==> src/rtl/bram_sum_reader.sv <==
// Reads len consecutive BRAM words starting at base_addr and sums them modulo 2^DATA_W.
// Optional feature macro: BRAM_RD_MAX_EN adds max_val, the largest word read in the pass.
module bram_sum_reader #(
  parameter int ADDR_W = 8,
  parameter int DATA_W = 16
) (
  input  logic              clk,
  input  logic              rst,
  input  logic              start,
  input  logic [ADDR_W-1:0] base_addr,
  input  logic [ADDR_W:0]   len,
  output logic              ram_en,
  output logic [ADDR_W-1:0] ram_addr,
  input  logic [DATA_W-1:0] ram_dout,
  output logic              busy,
  output logic              done,
  output logic [DATA_W-1:0] result,
  output logic              ovf
`ifdef BRAM_RD_MAX_EN
  ,
  output logic [DATA_W-1:0] max_val
`endif
);

  typedef enum logic [1:0] {
    IDLE  = 2'd0,
    READ  = 2'd1,
    DRAIN = 2'd2,
    DONE  = 2'd3
  } state_t;

  state_t              state_r;
  state_t              state_s;
  logic [ADDR_W:0]     remain_r;
  logic                rd_valid_r;
  logic                accept_s;
  logic                last_issue_s;
  logic [DATA_W:0]     sum_s;

  // remain_r counts issues still outstanding after the current one
  // Next-state and acceptance decode
  always_comb begin
    state_s      = state_r;
    accept_s     = 1'b0;
    last_issue_s = 1'b0;
    case (state_r)
      IDLE: begin
        if (start) begin
          accept_s = 1'b1;
          if (len == {(ADDR_W+1){1'b0}}) begin
            state_s = DONE;
          end else begin
            state_s = READ;
          end
        end else begin
          state_s = IDLE;
        end
      end
      READ: begin
        if (remain_r == {(ADDR_W+1){1'b0}}) begin
          last_issue_s = 1'b1;
          state_s      = DRAIN;
        end else begin
          state_s = READ;
        end
      end
      DRAIN:   state_s = DONE;
      DONE:    state_s = IDLE;
      default: state_s = IDLE;
    endcase
  end

  // State register
  always_ff @(posedge clk) begin
    if (rst) begin
      state_r <= IDLE;
    end else begin
      state_r <= state_s;
    end
  end

  // Registered control outputs and read address generation
  always_ff @(posedge clk) begin
    if (rst) begin
      ram_en     <= 1'b0;
      ram_addr   <= {ADDR_W{1'b0}};
      remain_r   <= {(ADDR_W+1){1'b0}};
      rd_valid_r <= 1'b0;
      busy       <= 1'b0;
      done       <= 1'b0;
    end else begin
      ram_en     <= (state_s == READ);
      busy       <= (state_s == READ) || (state_s == DRAIN);
      done       <= (state_s == DONE);
      rd_valid_r <= ram_en;
      if (accept_s && (len != {(ADDR_W+1){1'b0}})) begin
        ram_addr <= base_addr;
        remain_r <= len - (ADDR_W+1)'(1);
      end else if ((state_r == READ) && !last_issue_s) begin
        ram_addr <= ram_addr + ADDR_W'(1);
        remain_r <= remain_r - (ADDR_W+1)'(1);
      end else begin
        ram_addr <= ram_addr;
        remain_r <= remain_r;
      end
    end
  end

  assign sum_s = {1'b0, result} + {1'b0, ram_dout};

  // Sum accumulator; rd_valid_r marks the cycle a requested word is on ram_dout
  always_ff @(posedge clk) begin
    if (rst) begin
      result <= {DATA_W{1'b0}};
      ovf    <= 1'b0;
    end else if (accept_s) begin
      result <= {DATA_W{1'b0}};
      ovf    <= 1'b0;
    end else if (rd_valid_r) begin
      result <= sum_s[DATA_W-1:0];
      ovf    <= ovf | sum_s[DATA_W];
    end else begin
      result <= result;
      ovf    <= ovf;
    end
  end

`ifdef BRAM_RD_MAX_EN
  // Running maximum of the words read in the pass
  always_ff @(posedge clk) begin
    if (rst) begin
      max_val <= {DATA_W{1'b0}};
    end else if (accept_s) begin
      max_val <= {DATA_W{1'b0}};
    end else if (rd_valid_r && (ram_dout > max_val)) begin
      max_val <= ram_dout;
    end else begin
      max_val <= max_val;
    end
  end
`endif

endmodule

==> config.mk <==
export PLATFORM = sky130hd
export DESIGN_NAME = bram_sum_reader
export DESIGN_NICKNAME = d
export VERILOG_FILES = /design/src/rtl/bram_sum_reader.sv
export SDC_FILE = /design/constraint.sdc
export NUM_CORES = 1
export LEC_CHECK = 0
export ABC_AREA = 0
export BUFFER_PORTS_ARGS = -buffer_cell sky130_fd_sc_hd__buf_2
export CORE_AREA = 2 2 75 77
export CTS_CLUSTER_SIZE = 40
export DETAILED_ROUTE_END_ITERATION = 12
export DIE_AREA = 0 0 77 79
export PLACE_DENSITY = 0.78
export SKIP_LAST_GASP = 1
export SLEW_MARGIN = 5
export SYNTH_ARGS = -nofsm -noshare
export SYNTH_HDL_FRONTEND = slang
export SYNTH_SLANG_ARGS = --single-unit
==> constraint.sdc <==
create_clock -name clk -period 3.5 [get_ports clk]
set_input_delay 0.875 -clock clk [delete_from_list [all_inputs] [get_ports clk]]
set_output_delay 0.875 -clock clk [all_outputs]
set_load 0.05 [all_outputs]
==> metrics.csv <==
metric,value,unit
crit_type,in -> reg,
wire_per_inst,13.97,um
fin_setup_tns,0,ps
coreArea,5338,um2
avgSynthCellArea,8.538,um2
drive_gt1_share,22.60,%
cts.repair.resized,0,
ys_seq_area_share,29.04,%
worst_slew_pin_slew,756.7,ps
critPathMaxFanout,9,
die_x,77,um
io_pins,64,
grt_pass1_vias,2478,
drv_cap,0,
nets,442,
dieArea,6083,um2
fin_crit,2999,ps
cts_tree,done,
cp_slowest_cell,or3b_1,
num_vias,2643,
dp_cells,450,
syn_inst,323,
final_cells,457,
timing.final.crit_share,85.68,%
clockRootBuffer,clkbuf_8,
syn_area,2758,um2
drt_iter0_drc,155,
setup_viol,0,
routed_via_density,5.783,
cts_sinks,40,
critical_path.startpoint_type,primary input,
antenna_found_initial,0,
clkTransAtPathRegs,70,ps
outcome,"complete, no violations",
cts_inserted_buffers,5,
drv_slew,0,
start_util,51.66,%
synth-seq-cells,40,
path_cells,buf_2 -> or3b_1 -> a31oi_2 -> mux2i_1 -> ha_1 -> o211ai_4 -> o31a_1 -> nor3_1 -> a211oi_2,
slowest_delay,470,ps
grt_pass1_wl,11.07,mm
grt_max_degree,29,
overflow,0,
dpl.hpwl,4.900,mm
max_slew_margin,49.37,%
postCtsSetupRepairBufs,0,
row_count,27,
cp_data_arrival_time,3160,ps
synth-edff-count,0,
timing.final.hold_violations,0,
first_pass_iters,4,
htree_levels,2,
cp.required,3660,ps
clk_latency,290,ps
fmax,333.5,MHz
antenna_left,0,
hold_path_class,reg -> reg,
drt-total-wl,6.386,mm
async_flop_share,0,%
antenna_cells,0,
synth_nets,380,
syn_to_final_growth,16.97,%
die_h,79,um
ys.flop_type,dfxtp_1,
synthDistinctLibCells,62,
holdBufCountCts,0,
rsz0062_at_grt,no,
cp-end-kind,flop,
port_buffers,63,
yosys_warnings,0,
leakagePower,1.356,nW
grt_usage,22.22,%
fin_skew,6.233,ps
ir_worst_vdd,285.6,uV
routabilityCongestion,0.9275,
power_density,510.3,nW/um2
cts_max_path_buffers,2,
drc,0,
kinds of logic after synthesis:
logic type,Yosys count,synth area share (%)
compound gates,92,24.59
xor+xnor,19,6.034
flops,40,29.04
mux,14,5.082
fa+ha+maj,21,9.800
simple gates,119,23.00
buf+inv,18,2.450
power breakdown:
group	internal (mW)	total [mW]	switching, mW
sequential	0.528	0.595	0.0667
clock	0.136	0.289	0.153
combinational	0.270	0.762	0.492
total	0.934	1.65	0.712
critical path, delay by kind of cell:
kind / cells / cell delay [ps]
simple gates: 2 / 680
fa+ha+maj: 1 / 270
mux: 1 / 300
compound gates: 4 / 940
buf+inv: 1 / 100
per-stage QoR:
stage / hold WS, ps / power [mW] / setup slack, ps / util, % / area (um2)
2_1_floorplan: 462.4 / 1.189 / 475.3 / - / 2758
3_3_place_gp: 459.4 / 1.342 / 315.6 / 58.98 / 3148
3_5_place_dp: 463.4 / 1.360 / 221.3 / 58.98 / 3148
4_1_cts: 473.6 / 1.653 / 529.7 / 60.43 / 3226
5_1_grt: 501.1 / 1.764 / 358.7 / 60.43 / 3226
6_report: 469.0 / 1.646 / 501.2 / 60.43 / 3226
synthesized netlist by cell type (8+ instances only):
cell type	number	share of area, %
clkbuf_1	12	1.6
nand2_1	20	2.7
nor2_1	38	5.2
xnor2_1	11	3.5
nor3_1	14	2.5
o21ai_0	14	2.5
a21oi_1	17	3.1
ha_1	20	9.1
xor2_1	8	2.5
a211oi_1	15	4.1
mux2i_1	14	5.1
dfxtp_1	40	29
flip-flops by register name (all words and copies together) (netlist names):
signal,flops
busy,1
done,1
ovf,1
ram_addr,8
ram_en,1
rd_valid_r,1
remain_r,9
result,16
state_r,2
final timing paths:
kind	slack, ps	cells after the start	to	start
max	500	9	remain_r[8]	start
max reg2reg	800	8	remain_r[8]	state_r[1]
min	470	1	rd_valid_r	ram_en
min reg2reg	470	1	rd_valid_r	ram_en
final cells by class:
| cell class | count | area (um2) |
|---|---|---|
| multi-input combinational | 265 | 1889 |
| tap | 72 | 90.09 |
| sequential | 40 | 800.8 |
| clock buffer | 6 | 72.57 |
| inverter | 6 | 22.52 |
| clock inverter | 1 | 5.005 |
| timing repair buffer | 67 | 345.3 |
| fill | 502 | 2112 |
per-layer routing:
metal / part of all wire (%) / track usage (%) / vias up
met3: 5.1 / 4.545 / 10
met1: 45 / 27.73 / 1215
met4: 1.7 / 9.821 / 0
met5: 0 / 0 / -
li1: - / - / 1341
met2: 48 / 37.28 / 77
cell usage in the layout (no fill, tap or decap), types with 8 or more instances in the layout:
cell,synthesis,final
buf_2,0,63
dfxtp_1,40,40
nor2_1,38,38
nand2_1,20,20
ha_1,20,20
a21oi_1,17,17
a211oi_1,15,15
nor3_1,14,14
mux2i_1,14,14
o21ai_0,14,14
xnor2_1,11,11
xor2_1,8,8
No activity file was read; power rests on OpenSTA's default activity.
